[src/rtl/wptr_full_cmp_pkg.sv]
// Shared helpers for the async FIFO pointer blocks: depth calculation and
// Gray/binary conversions on a wide pointer type. Narrower pointers are
// zero-extended in and truncated out by the caller.
package wptr_full_cmp_pkg;

  localparam int PTR_MAX_W = 32;

  typedef logic [PTR_MAX_W-1:0] ptr_t;

  function automatic int unsigned depth_of(input int unsigned addrsize);
    return 32'd1 << addrsize;
  endfunction

  function automatic ptr_t bin2gray(input ptr_t b);
    return b ^ (b >> 1);
  endfunction

  function automatic ptr_t gray2bin(input ptr_t g);
    ptr_t b;
    b[PTR_MAX_W-1] = g[PTR_MAX_W-1];
    for (int i = PTR_MAX_W - 2; i >= 0; i--) begin
      b[i] = b[i+1] ^ g[i];
    end
    return b;
  endfunction

endpackage

[src/rtl/wptr_full_cmp_if.sv]
// Write-port bundle of the FIFO write-pointer controller. The master side is
// the writer (request, synchronised read pointer, overflow clear); the slave
// side is the pointer/flag controller.
interface wptr_full_cmp_if #(
  parameter int ADDRSIZE = 5
) ();

  logic                winc;
  logic [ADDRSIZE:0]   wq2_rptr;
  logic                wovf_clr;
  logic [ADDRSIZE:0]   wptr;
  logic [ADDRSIZE-1:0] waddr;
  logic                wen;
  logic                wfull;
  logic                walmost_full;
  logic [ADDRSIZE:0]   wlevel;
  logic                woverflow;

  modport master (
    output winc, wq2_rptr, wovf_clr,
    input  wptr, waddr, wen, wfull, walmost_full, wlevel, woverflow
  );

  modport slave (
    input  winc, wq2_rptr, wovf_clr,
    output wptr, waddr, wen, wfull, walmost_full, wlevel, woverflow
  );

endinterface

[src/rtl/wptr_full_cmp_gray2bin.sv]
// Gray-to-binary converter (XOR prefix from the MSB down). Shared with the
// read-side pointer block for its own level computation.
module gray2bin_comb #(
  parameter int W = 6
) (
  input  logic [W-1:0] gray_i,
  output logic [W-1:0] bin_o
);

  logic [W-1:0] bin_c;

  // Each binary bit is the XOR of all Gray bits at or above it.
  always_comb begin
    bin_c = gray_i;
    for (int i = W - 2; i >= 0; i--) begin
      bin_c[i] = bin_c[i+1] ^ gray_i[i];
    end
  end

  assign bin_o = bin_c;

endmodule

[src/rtl/wptr_full_cmp.sv]
// Write-side pointer and flag controller for the async FIFO. Holds binary and
// Gray write pointers and derives full, almost-full and fill level against the
// read pointer already synchronised into wclk. Full asserts on the same edge
// that registers the DEPTH-th outstanding write; it releases only after the
// synchronised read pointer moves, so it is pessimistic, never optimistic.
module wptr_full_cmp
  import wptr_full_cmp_pkg::*;
#(
  parameter int ADDRSIZE  = 5,
  parameter int AF_MARGIN = 2
) (
  input  logic          wclk,
  input  logic          wrst,
  wptr_full_cmp_if.slave bus
);

  localparam int PW    = ADDRSIZE + 1;
  localparam int DEPTH = int'(depth_of(ADDRSIZE));

  localparam logic [PW-1:0] AF_THRESH = PW'(DEPTH - AF_MARGIN);
  // Full when the write Gray pointer equals the read Gray pointer with its two
  // MSBs inverted (one lap ahead in the doubled address space).
  localparam logic [PW-1:0] FULL_MASK = PW'(3) << (PW - 2);

  logic [PW-1:0] wbin_q,   wbin_d;
  logic [PW-1:0] wptr_q,   wptr_d;
  logic [PW-1:0] wlevel_q, wlevel_d;
  logic          wfull_q,  wfull_d;
  logic          waf_q,    waf_d;
  logic          wovf_q,   wovf_d;

  logic          wen_c;
  logic [PW-1:0] rbin;

  gray2bin_comb #(
    .W (PW)
  ) u_gray2bin (
    .gray_i (bus.wq2_rptr),
    .bin_o  (rbin)
  );

  // Next pointer, flag and level state from the accepted write and the synchronised read pointer.
  always_comb begin
    wen_c    = bus.winc & ~wfull_q;
    wbin_d   = wbin_q + PW'(wen_c);
    wptr_d   = PW'(bin2gray(PTR_MAX_W'(wbin_d)));
    wlevel_d = wbin_d - rbin;
    wfull_d  = (wptr_d == (bus.wq2_rptr ^ FULL_MASK));
    waf_d    = (wlevel_d >= AF_THRESH);
    // A write attempt while full takes priority over a same-edge clear.
    if (bus.winc && wfull_q) begin
      wovf_d = 1'b1;
    end else if (bus.wovf_clr) begin
      wovf_d = 1'b0;
    end else begin
      wovf_d = wovf_q;
    end
  end

  // Register pointers and flags; reset wins over any same-edge write or clear.
  always_ff @(posedge wclk) begin
    if (wrst) begin
      wbin_q   <= '0;
      wptr_q   <= '0;
      wlevel_q <= '0;
      wfull_q  <= 1'b0;
      waf_q    <= 1'b0;
      wovf_q   <= 1'b0;
    end else begin
      wbin_q   <= wbin_d;
      wptr_q   <= wptr_d;
      wlevel_q <= wlevel_d;
      wfull_q  <= wfull_d;
      waf_q    <= waf_d;
      wovf_q   <= wovf_d;
    end
  end

  assign bus.wptr         = wptr_q;
  assign bus.waddr        = wbin_q[ADDRSIZE-1:0];
  assign bus.wen          = wen_c;
  assign bus.wfull        = wfull_q;
  assign bus.walmost_full = waf_q;
  assign bus.wlevel       = wlevel_q;
  assign bus.woverflow    = wovf_q;

endmodule

[src/flat_wrapper.sv]
// flat-port wrapper written by rule: the top's interface ports become plain ports
module wptr_full_cmp_flat import wptr_full_cmp_pkg::*;
#(
  parameter int ADDRSIZE  = 5,
  parameter int AF_MARGIN = 2
)
  (wclk, wrst, bus_winc, bus_wq2_rptr, bus_wovf_clr, bus_wptr, bus_waddr, bus_wen, bus_wfull, bus_walmost_full, bus_wlevel, bus_woverflow);
  wptr_full_cmp_if #(.ADDRSIZE(ADDRSIZE)) bus_i ();
  input  logic wclk;
  input  logic wrst;
  input wire logic [$bits(bus_i.winc)-1:0] bus_winc;
  input wire logic [$bits(bus_i.wq2_rptr)-1:0] bus_wq2_rptr;
  input wire logic [$bits(bus_i.wovf_clr)-1:0] bus_wovf_clr;
  output wire logic [$bits(bus_i.wptr)-1:0] bus_wptr;
  output wire logic [$bits(bus_i.waddr)-1:0] bus_waddr;
  output wire logic [$bits(bus_i.wen)-1:0] bus_wen;
  output wire logic [$bits(bus_i.wfull)-1:0] bus_wfull;
  output wire logic [$bits(bus_i.walmost_full)-1:0] bus_walmost_full;
  output wire logic [$bits(bus_i.wlevel)-1:0] bus_wlevel;
  output wire logic [$bits(bus_i.woverflow)-1:0] bus_woverflow;
  assign bus_i.winc = bus_winc;
  assign bus_i.wq2_rptr = bus_wq2_rptr;
  assign bus_i.wovf_clr = bus_wovf_clr;
  assign bus_wptr = bus_i.wptr;
  assign bus_waddr = bus_i.waddr;
  assign bus_wen = bus_i.wen;
  assign bus_wfull = bus_i.wfull;
  assign bus_walmost_full = bus_i.walmost_full;
  assign bus_wlevel = bus_i.wlevel;
  assign bus_woverflow = bus_i.woverflow;
  wptr_full_cmp #(.ADDRSIZE(ADDRSIZE), .AF_MARGIN(AF_MARGIN)) u_core (.wclk(wclk), .wrst(wrst), .bus(bus_i));
endmodule
[config.mk]
export PLATFORM = sky130hd
export DESIGN_NAME = wptr_full_cmp_flat
export DESIGN_NICKNAME = d
export VERILOG_FILES = /design/src/rtl/wptr_full_cmp_pkg.sv /design/src/rtl/wptr_full_cmp_if.sv /design/src/rtl/wptr_full_cmp_gray2bin.sv /design/src/rtl/wptr_full_cmp.sv /design/src/flat_wrapper.sv
export SDC_FILE = /design/constraint.sdc
export NUM_CORES = 1
export LEC_CHECK = 0
export ABC_CLOCK_PERIOD_IN_PS = 3350
export CORE_MARGIN = 4
export CORE_UTILIZATION = 42
export CTS_CLUSTER_SIZE = 25
export DETAILED_ROUTE_END_ITERATION = 10
export GPL_ROUTABILITY_DRIVEN = 1
export PLACE_DENSITY = 0.71
export SLEW_MARGIN = 10
export SYNTH_ARGS = -nofsm -noshare
export SYNTH_HDL_FRONTEND = slang
export SYNTH_SLANG_ARGS = --single-unit
[constraint.sdc]
create_clock -name wclk -period 3.35 [get_ports wclk]
set_clock_uncertainty 0.15 [all_clocks]
set_input_delay 0.67 -clock wclk [delete_from_list [all_inputs] [get_ports wclk]]
set_output_delay 0.67 -clock wclk [all_outputs]
set_load 0.01 [all_outputs]
==> out/metrics.cfg, run 1 <==
[outcome]
status = completed

[final_layout]
area_delta_synth_final_pct = 47.5
fillers = 208
fin_nets = 184
layout-drive-gt1-share_pct = 21.8
diodes = 0

[drt]
drt_iter0_markers = 13
avgRoutedWirePerCell_um = 12.4
antenna_left = 0
finalWirelength_um = 2420
firstDrtPassIters = 4
vias = 929
drcViolationCount = 0
routed_via_density = 4.76

[grt]
antenna_found_initial = 0
grt_pass1_vias = 941
grt_max_degree = 12
grt_pass1_wl_um = 4010
overflow = 0
grt_usage_pct = 15.1

[power]
total_power_uw = 691
seqPwrFrac_pct = 39.5
p_clk_share_pct = 20.7
p_int_uw = 485
power.leakage_uw = 0.000733
p_per_area_nw_per_um2 = 421
vdd_ir_drop_max_mv = 0.298
p_sw_uw = 207
comb_power_share_pct = 39.8
switching_share_pct = 29.9

[floorplan]
rows = 18
die_x_um = 59.5
die_h_um = 59.5
core_um2 = 2500
num_io_pins = 31
start_util_pct = 44.5
die_area_um2 = 3540

[timing]
finalCriticalPeriod_ns = 3.17
worstMarginPinSlew_ns = 0.413
final-max-slew-violation-count = 0
tns_ns = 0
fin_crit_sh_pct = 94.7
setup_viol = 0
fin_ws_ns = 0.176
hold_viol = 0
max_freq_mhz = 315
slew_headroom_pct = 72.4
hold_slack_ns = 0.346

[cts]
cts_tree = done
numCtsBuffers = 3
insertion_delay_ns = 0.30
cts.sinks = 20
ctsHoldBuffers = 0
cts_root_buf = clkbuf_4
clockBufferDepth = 2
clk_pin_slew_ns = 0.12
htreeDepth = 1

[critical_path]
r2r-start = u_core.bus.wfull$_SDFF_PP0_
worst_setup_path_end_kind = flip-flop
reg2reg_to = u_core.bus.walmost_full$_SDFF_PP0_
r2r_cells = 11
cp.required_ns = 3.42
cp.arrival_ns = 3.25
crit_type = input port to flip-flop
cp_max_fo = 2
setup.worst_path.start_class = input port
r2r_setup_slack_ns = 0.77

[yosys]
synth-xor-area-share_pct = 24.5
synthMuxAreaShare_pct = 0.899
synth-main-ff-cell = dfxtp_1
syn_area_um2 = 1110
synth_compound_area_share_pct = 8.65
synthArstFlopShare_pct = 0
synthAdderAreaFrac_pct = 9.66
syn_inst = 115
syn_area_per_cell_um2 = 9.68
synthSimpleGateAreaFrac_pct = 15.5
synth_commonest_cells = dfxtp_1, nor2_1, xnor2_1
synth.top_cell.area_share_pct = 36.0
syn-num-nets = 133
synth_top_family_by_area = XOR/XNOR gates
ys_ff_latch = 20
synth_cell_types = 36
yosys.area.top_type = dfxtp_1
synthMostInstantiatedCell = dfxtp_1
synth_edf_count = 0
synth_area_leaders = dfxtp_1, xnor2_1, ha_1
yosys_warnings = 0
seq_area_frac_synth_pct = 36.0

[placed_design]
gp_congestion = 0.801
dp_hpwl_um = 1890
io_buffer_count = 30
place_worst_setup_slack_ns = -0.441

[min_path]
whs_endpoint = u_core.bus.woverflow$_SDFFE_PP0P_
holdPathStages = 2
min_from = u_core.bus.wfull$_SDFF_PP0_
hold_path.class = flip-flop to flip-flop

[job]
cap_violations = 0

cell families after synthesis:
group	Yosys count
xor+xnor	24
mux	1
buf+inv	12
compound gates	14
simple gates	36
fa+ha+maj	8
flops	20
critical path, stage by stage:
cell and delay [ns]:
dlygate4sd2_1 0.27, xnor2_2 0.23, xor2_2 0.26, xor2_2 0.23
xor2_2 0.20, xnor2_1 0.14, ha_2 0.22, fa_2 0.44
or3_4 0.39, o32ai_2 0.19
registers in the layout, summed over array words and instances, names as in the netlist:
| name | cells |
|---|---|
| u_core.bus.walmost_full | 1 |
| u_core.bus.wptr | 6 |
| u_core.bus.woverflow | 1 |
| u_core.bus.wfull | 1 |
| u_core.bus.wlevel | 6 |
| u_core.wbin_q | 5 |
metal layers:
layer  track usage [%]  routed length [um]
met1              18.4                1060
met3              3.49                 124
met2              25.9                1220
met5                 0                   0
met4              5.06                  15
power groups by stage:
stage,registers (uW),logic [uW],clock network [uW]
CTS,273,261,149
global placement,278,242,0
finish,273,275,143
detailed placement,278,246,0
global route,276,302,161
floorplan,291,122,0
layout make-up:
class / instances / area, um^2 / area share (%)
well taps: 30 / 37.5 / 2.28
flip-flops and latches: 20 / 400 / 24.4
repair buffers: 51 / 458 / 27.9
inverters: 7 / 26.3 / 1.60
multi-input cells: 83 / 684 / 41.7
clock buffers: 4 / 36.3 / 2.21
stage by stage:
stage / std cells / util (%) / area, um^2
floorplan: 115 / - / 1110
global placement: 187 / 62.1 / 1550
detailed placement: 187 / 62.1 / 1550
CTS: 193 / 64.2 / 1610
global route: 195 / 65.7 / 1640
finish: 195 / 65.7 / 1640
how the worst max path moves through the flow:
stage	start	end
2_1_floorplan	bus_wq2_rptr[5]	u_core.bus.walmost_full$_SDFF_PP0_
3_3_place_gp	bus_wq2_rptr[5]	u_core.bus.walmost_full$_SDFF_PP0_
3_5_place_dp	bus_wq2_rptr[5]	u_core.bus.walmost_full$_SDFF_PP0_
4_1_cts	bus_wq2_rptr[3]	u_core.bus.walmost_full$_SDFF_PP0_
5_1_grt	bus_winc	u_core.bus.walmost_full$_SDFF_PP0_
6_report	bus_wq2_rptr[5]	u_core.bus.walmost_full$_SDFF_PP0_
placed cells by master (no fill, tap or decap), types with 2 or more instances in the layout:
cell type,count
clkdlybuf4s50_1,27
buf_4,21
dfxtp_1,20
nor2_1,17
xnor2_1,13
inv_1,7
ha_1,6
nor2b_1,5
xor2_2,4
xor2_1,4
nand2_1,3
a21oi_1,3
nand3_1,3
clkbuf_4,3
a21o_1,2
o21ai_0,2
dlygate4sd2_1,2
timing repair:
action | CTS | global route
cloned | 0 | 0
resized for setup | 4 | 4
setup buffers | 2 | 2
setup endpoints to repair | 1 | 1
pin swaps | 5 | 9
No activity file was read; power rests on OpenSTA's default activity.
==> run 2, diff against run 1 <==
Settings changed: PLACE_DENSITY 0.71 to 0.7.
==> out/metrics.cfg, run 2 (same netlist as run 1, synthesis figures left out) <==
[outcome]
status = completed  ; unchanged

[power]
p_clk_share_pct = 20.3  ; was 20.7%
p_int_uw = 486  ; was 485 uW
switching_share_pct = 28.7  ; was 29.9%
p_sw_uw = 195  ; was 207 uW
power.leakage_uw = 0.000725  ; was 0.000733 uW
comb_power_share_pct = 39.6  ; was 39.8%
vdd_ir_drop_max_mv = 0.380  ; was 0.298 mV
seqPwrFrac_pct = 40.0  ; was 39.5%
p_per_area_nw_per_um2 = 418  ; was 421 nW/um^2
total_power_uw = 681  ; was 691 uW

[timing]
worstMarginPinSlew_ns = 0.378  ; was 0.413 ns
finalCriticalPeriod_ns = 3.23  ; was 3.17 ns
setup_viol = 0  ; unchanged
final-max-slew-violation-count = 0  ; unchanged
fin_crit_sh_pct = 96.5  ; was 94.7%
tns_ns = 0  ; unchanged
hold_slack_ns = 0.330  ; was 0.346 ns
rsz0062_at_grt = false
max_freq_mhz = 309  ; was 315 MHz
hold_viol = 0  ; unchanged
slew_headroom_pct = 74.7  ; was 72.4%

[drt]
vias = 914  ; was 929
avgRoutedWirePerCell_um = 11.8  ; was 12.4 um
antenna_left = 0  ; unchanged
routed_via_density = 4.66  ; was 4.76
finalWirelength_um = 2310  ; was 2420 um
drt_iter0_markers = 14  ; was 13
drcViolationCount = 0  ; unchanged
firstDrtPassIters = 4  ; unchanged

[placed_design]
dp_cells = 190  ; was 187
io_buffer_count = 30  ; unchanged
placed_area_um2 = 1570  ; was 1550 um^2
gp_congestion = 0.795  ; was 0.801
dp_hpwl_um = 1870  ; was 1890 um

[critical_path]
crit_type = input port to flip-flop  ; unchanged
cp.arrival_ns = 3.30  ; was 3.25 ns
crit_chain = clkdlybuf4s50_1, xor2_2, xor2_2, xor2_2, xnor2_1, ha_2, fa_2, or3_1, o32ai_1  ; was dlygate4sd2_1, xnor2_2, xor2_2, xor2_2, xor2_2, xnor2_1, ha_2, fa_2, or3_4, o32ai_2
r2r_cells = 11  ; unchanged
reg2reg_to = u_core.bus.walmost_full$_SDFF_PP0_  ; unchanged
setup.worst_path.start_class = input port  ; unchanged
crit_slowest_cell = clkdlybuf4s50_1  ; was fa_2
worst_setup_path_end_kind = flip-flop  ; unchanged
crit_path_frequent_cell = xor2_2  ; unchanged
cp_max_fo = 2  ; unchanged
cp.required_ns = 3.42  ; about the same
r2r-start = u_core.bus.wfull$_SDFF_PP0_  ; unchanged
r2r_setup_slack_ns = 0.81  ; was 0.77 ns
startpoint = bus_wq2_rptr[3]  ; was bus_wq2_rptr[5]
cp_slowest_stage_delay_ns = 0.54  ; was 0.44 ns

[cts]
insertion_delay_ns = 0.30  ; about the same
cts_tree = done  ; unchanged
numCtsBuffers = 3  ; unchanged
cts.sinks = 20  ; unchanged
cts_root_buf = clkbuf_4  ; unchanged
clk_pin_slew_ns = 0.11  ; was 0.12 ns
clockBufferDepth = 2  ; unchanged
htreeDepth = 1  ; unchanged

[grt]
grt_max_degree = 14  ; was 12
met2_usage_pct = 25.1  ; was 25.9%
grt.busiest_layer = met2  ; unchanged
grt_usage_pct = 14.4  ; was 15.1%
antenna_found_initial = 0  ; unchanged
overflow = 0  ; unchanged
grt_pass1_wl_um = 3930  ; was 4010 um
grt.met3_usage_pct = 3.05  ; was 3.49%
grt_pass1_vias = 920  ; was 941
use_met1_pct = 18.0  ; was 18.4%

[floorplan]
rows = 18  ; unchanged
die_area_um2 = 3540  ; unchanged
num_io_pins = 31  ; unchanged
start_util_pct = 44.5  ; unchanged
core_um2 = 2500  ; unchanged
die_x_um = 59.5  ; unchanged
die_h_um = 59.5  ; unchanged

[final_layout]
fin_nets = 185  ; was 184
layout-drive-gt1-share_pct = 21.1  ; was 21.8%
fillers = 216  ; was 208
area_delta_synth_final_pct = 46.4  ; was 47.5%
final_cell_mix = clkdlybuf4s50_1, buf_4, dfxtp_1, nor2_1, xnor2_1  ; unchanged
diodes = 0  ; unchanged
post-route-cell-area_um2 = 1630  ; was 1640 um^2
fin_cells = 196  ; was 195
layout_commonest_cell = clkdlybuf4s50_1  ; unchanged

[min_path]
hold_path.class = flip-flop to flip-flop  ; unchanged
whs_endpoint = u_core.bus.woverflow$_SDFFE_PP0P_  ; unchanged
holdPathStages = 2  ; unchanged
min_from = u_core.bus.woverflow$_SDFFE_PP0P_  ; was u_core.bus.wfull$_SDFF_PP0_

[job]
cap_violations = 0  ; unchanged

==> run 2: how the worst max path moves through the flow <==
stage / depth (start not counted) / to
6_report: 9 / u_core.bus.walmost_full$_SDFF_PP0_
5_1_grt: 9 / u_core.bus.walmost_full$_SDFF_PP0_
4_1_cts: 9 / u_core.bus.walmost_full$_SDFF_PP0_
3_5_place_dp: 11 / u_core.bus.walmost_full$_SDFF_PP0_
3_3_place_gp: 11 / u_core.bus.walmost_full$_SDFF_PP0_
2_1_floorplan: 10 / u_core.bus.walmost_full$_SDFF_PP0_
==> run 2: worst max-delay path, delay by kind of cell <==
kind                       cells  cell delay [ns]
AOI/OAI and AO/OA              1             0.26
xor gates and xnor gates       4             0.79
adders and majority gates      2             0.67
buffers and inverters          1             0.54
and+or+nand+nor                1             0.37
==> run 2: power groups by stage <==
| stage | Clock [uW] | Sequential [uW] | Combinational [uW] |
|---|---|---|---|
| 2_1_floorplan | 0 | 291 | 122 |
| 3_3_place_gp | 0 | 278 | 256 |
| 3_5_place_dp | 0 | 278 | 258 |
| 4_1_cts | 147 | 273 | 272 |
| 5_1_grt | 156 | 276 | 300 |
| 6_report | 139 | 273 | 270 |
==> run 2: timing repair <==
action	in CTS	in global routing
endpoints found under the hold margin	0	0
hold buffers	0	0
pin swaps	5	1
endpoints found under the setup margin	1	1
setup buffers	2	0
gates resized for setup	4	1
==> run 2: routing by layer <==
| layer | vias up | wire [um] |
|---|---|---|
| met5 | - | 0 |
| met4 | 0 | 29 |
| met3 | 2 | 107 |
| met2 | 18 | 1190 |
| met1 | 421 | 986 |
| li1 | 473 | - |
==> run 2: metrics by stage <==
step | setup slack (ns) | utilization, %
6_report | 0.118 | 65.2
3_5_place_dp | -0.361 | 63.0
3_3_place_gp | -0.311 | 63.0
5_1_grt | 0.00147 | 65.2
2_1_floorplan | 0.223 | -
4_1_cts | 0.119 | 65.1
==> run 2: final cells by class <==
| type | count | area (um^2) | share of cell area (%) |
|---|---|---|---|
| multi-input combinational | 83 | 667 | 40.9 |
| sequential | 20 | 400 | 24.6 |
| timing repair buffer | 52 | 463 | 28.4 |
| clock buffer | 4 | 36.3 | 2.23 |
| inverter | 7 | 26.3 | 1.61 |
| tap | 30 | 37.5 | 2.30 |
==> run 3, diff against run 2 <==
Settings changed: ABC_CLOCK_PERIOD_IN_PS 3350 to 3300.
Clock period 3.35 ns to 3.3 ns, I/O delays scaled along.
==> out/metrics.cfg, run 3 (same netlist as run 1, synthesis figures left out) <==
[drt]
routed_via_density = 4.75  ; was 4.66
drcViolationCount = 0  ; unchanged
finalWirelength_um = 2770  ; was 2310 um
avgRoutedWirePerCell_um = 13.7  ; was 11.8 um
drt_iter0_markers = 27  ; was 14
antenna_left = 0  ; unchanged
vias = 965  ; was 914
firstDrtPassIters = 6  ; was 4

[final_layout]
final_cell_mix = buf_4, clkdlybuf4s50_1, dfxtp_1, nor2_1, xnor2_1  ; was clkdlybuf4s50_1, buf_4, dfxtp_1, nor2_1, xnor2_1
layout_commonest_cell = buf_4  ; was clkdlybuf4s50_1
post-route-cell-area_um2 = 1720  ; was 1630 um^2
multiInputGateArea_um2 = 704  ; was 667 um^2
register_area_um2 = 400  ; unchanged
layout-drive-gt1-share_pct = 27.7  ; was 21.1%
fin_nets = 192  ; was 185
area_delta_synth_final_pct = 54.8  ; was 46.4%
diodes = 0  ; unchanged
fillers = 192  ; was 216
fin_cells = 203  ; was 196

[cts]
cts_tree = done  ; unchanged
ctsHoldBuffers = 0  ; unchanged
cts_root_buf = clkbuf_4  ; unchanged
htreeDepth = 1  ; unchanged
numCtsBuffers = 3  ; unchanged
cts.sinks = 20  ; unchanged
clk_pin_slew_ns = 0.12  ; was 0.11 ns
insertion_delay_ns = 0.30  ; about the same
clockBufferDepth = 2  ; unchanged

[timing]
worstMarginPinSlew_ns = 0.386  ; was 0.378 ns
fin_crit_sh_pct = 96.3
hold_slack_ns = 0.332  ; was 0.330 ns
finalCriticalPeriod_ns = 3.18
final-max-slew-violation-count = 0  ; unchanged
max_freq_mhz = 315
setup_viol = 0  ; unchanged
slew_headroom_pct = 74.3  ; was 74.7%
hold_viol = 0  ; unchanged

[placed_design]
dp_hpwl_um = 1950  ; was 1870 um
placed_area_um2 = 1590  ; was 1570 um^2
dp_cells = 192  ; was 190
io_buffer_count = 30  ; unchanged
gp_congestion = 0.789  ; was 0.795

[grt]
grt_max_degree = 14  ; unchanged
antenna_found_initial = 0  ; unchanged
grt_pass1_wl_um = 4420  ; was 3930 um
grt_pass1_vias = 987  ; was 920
overflow = 0  ; unchanged
grt_usage_pct = 16.6  ; was 14.4%

[critical_path]
r2r-start = u_core.bus.wfull$_SDFF_PP0_  ; unchanged
cp.required_ns = 3.37  ; was 3.42 ns
reg2reg_to = u_core.bus.walmost_full$_SDFF_PP0_  ; unchanged
cp.arrival_ns = 3.25  ; was 3.30 ns
cp_max_fo = 2  ; unchanged
crit_end = u_core.bus.walmost_full$_SDFF_PP0_  ; unchanged
crit_type = input port to flip-flop  ; unchanged
r2r_cells = 11  ; unchanged
startpoint = bus_wq2_rptr[4]  ; was bus_wq2_rptr[3]
worst_setup_path_end_kind = flip-flop  ; unchanged
r2r_setup_slack_ns = 0.75  ; was 0.81 ns
setup.worst_path.start_class = input port  ; unchanged

[min_path]
hold_path.class = flip-flop to flip-flop  ; unchanged

[floorplan]
core_um2 = 2500  ; unchanged
num_io_pins = 31  ; unchanged
die_x_um = 59.5  ; unchanged
die_h_um = 59.5  ; unchanged
die_area_um2 = 3540  ; unchanged
start_util_pct = 44.5  ; unchanged
rows = 18  ; unchanged

[job]
cap_violations = 0  ; unchanged

[power]
power.leakage_uw = 0.000782  ; was 0.000725 uW
p_per_area_nw_per_um2 = 427  ; was 418 nW/um^2
total_power_uw = 736  ; was 681 uW
vdd_ir_drop_max_mv = 0.326  ; was 0.380 mV

[outcome]
status = completed  ; unchanged

## run 3: how the worst min path moves through the flow
stage	startpoint	endpoint	slack [ns]	cells after the start
floorplan	u_core.bus.woverflow$_SDFFE_PP0P_	u_core.bus.woverflow$_SDFFE_PP0P_	0.34	2
global placement	u_core.bus.woverflow$_SDFFE_PP0P_	u_core.bus.woverflow$_SDFFE_PP0P_	0.31	2
detailed placement	u_core.bus.woverflow$_SDFFE_PP0P_	u_core.bus.woverflow$_SDFFE_PP0P_	0.32	2
CTS	u_core.bus.woverflow$_SDFFE_PP0P_	u_core.bus.woverflow$_SDFFE_PP0P_	0.34	2
global route	u_core.bus.woverflow$_SDFFE_PP0P_	u_core.bus.woverflow$_SDFFE_PP0P_	0.37	2
finish	u_core.bus.woverflow$_SDFFE_PP0P_	u_core.bus.woverflow$_SDFFE_PP0P_	0.33	2
## run 3: area by class of cell
class                           count  share of cell area, %
Clock buffer                        4                   2.10
Inverter                            7                   1.52
Multi-Input combinational cell     83                   40.9
Sequential cell                    20                   23.2
Tap cell                           30                   2.18
Timing Repair Buffer               59                   30.1
## run 3: layer usage
| metal | up-vias | GRT usage (%) | share of wire [%] |
|---|---|---|---|
| met1 | 452 | 20.3 | 42 |
| met2 | 19 | 27.8 | 51 |
| met3 | 6 | 3.27 | 4.7 |
| met4 | 0 | 7.59 | 2.2 |
| li1 | 488 | - | - |
| met5 | - | 0 | 0 |
## run 3: stage by stage
step	utilization [%]	TNS, ns	setup WS, ns
after floorplan	-	0	0.183
after global placement	63.6	-0.736	-0.350
after detailed placement	63.6	-0.926	-0.442
after CTS	66.6	0	0.0697
after global routing	69.0	-0.0158	-0.0158
final	69.0	0	0.123
## run 3: report_power, final
group	switching, uW	internal [uW]
Combinational	135	180
Sequential	8.83	268
Clock	76.7	67.2
## run 3: critical path: stages
cell	delay (ns)
dlygate4sd2_1	0.26
xnor2_2	0.21
xor2_2	0.23
xor2_2	0.25
xor2_2	0.19
xnor2_1	0.15
ha_2	0.23
fa_2	0.46
or3_4	0.39
o32ai_2	0.19
## run 3: repair_timing
action                                  in CTS  in global routing
pin swaps                                    5                  9
gates resized for setup                      5                  8
hold endpoints to repair                     0                  0
endpoints found under the setup margin       1                  3
setup buffers                                4                  3
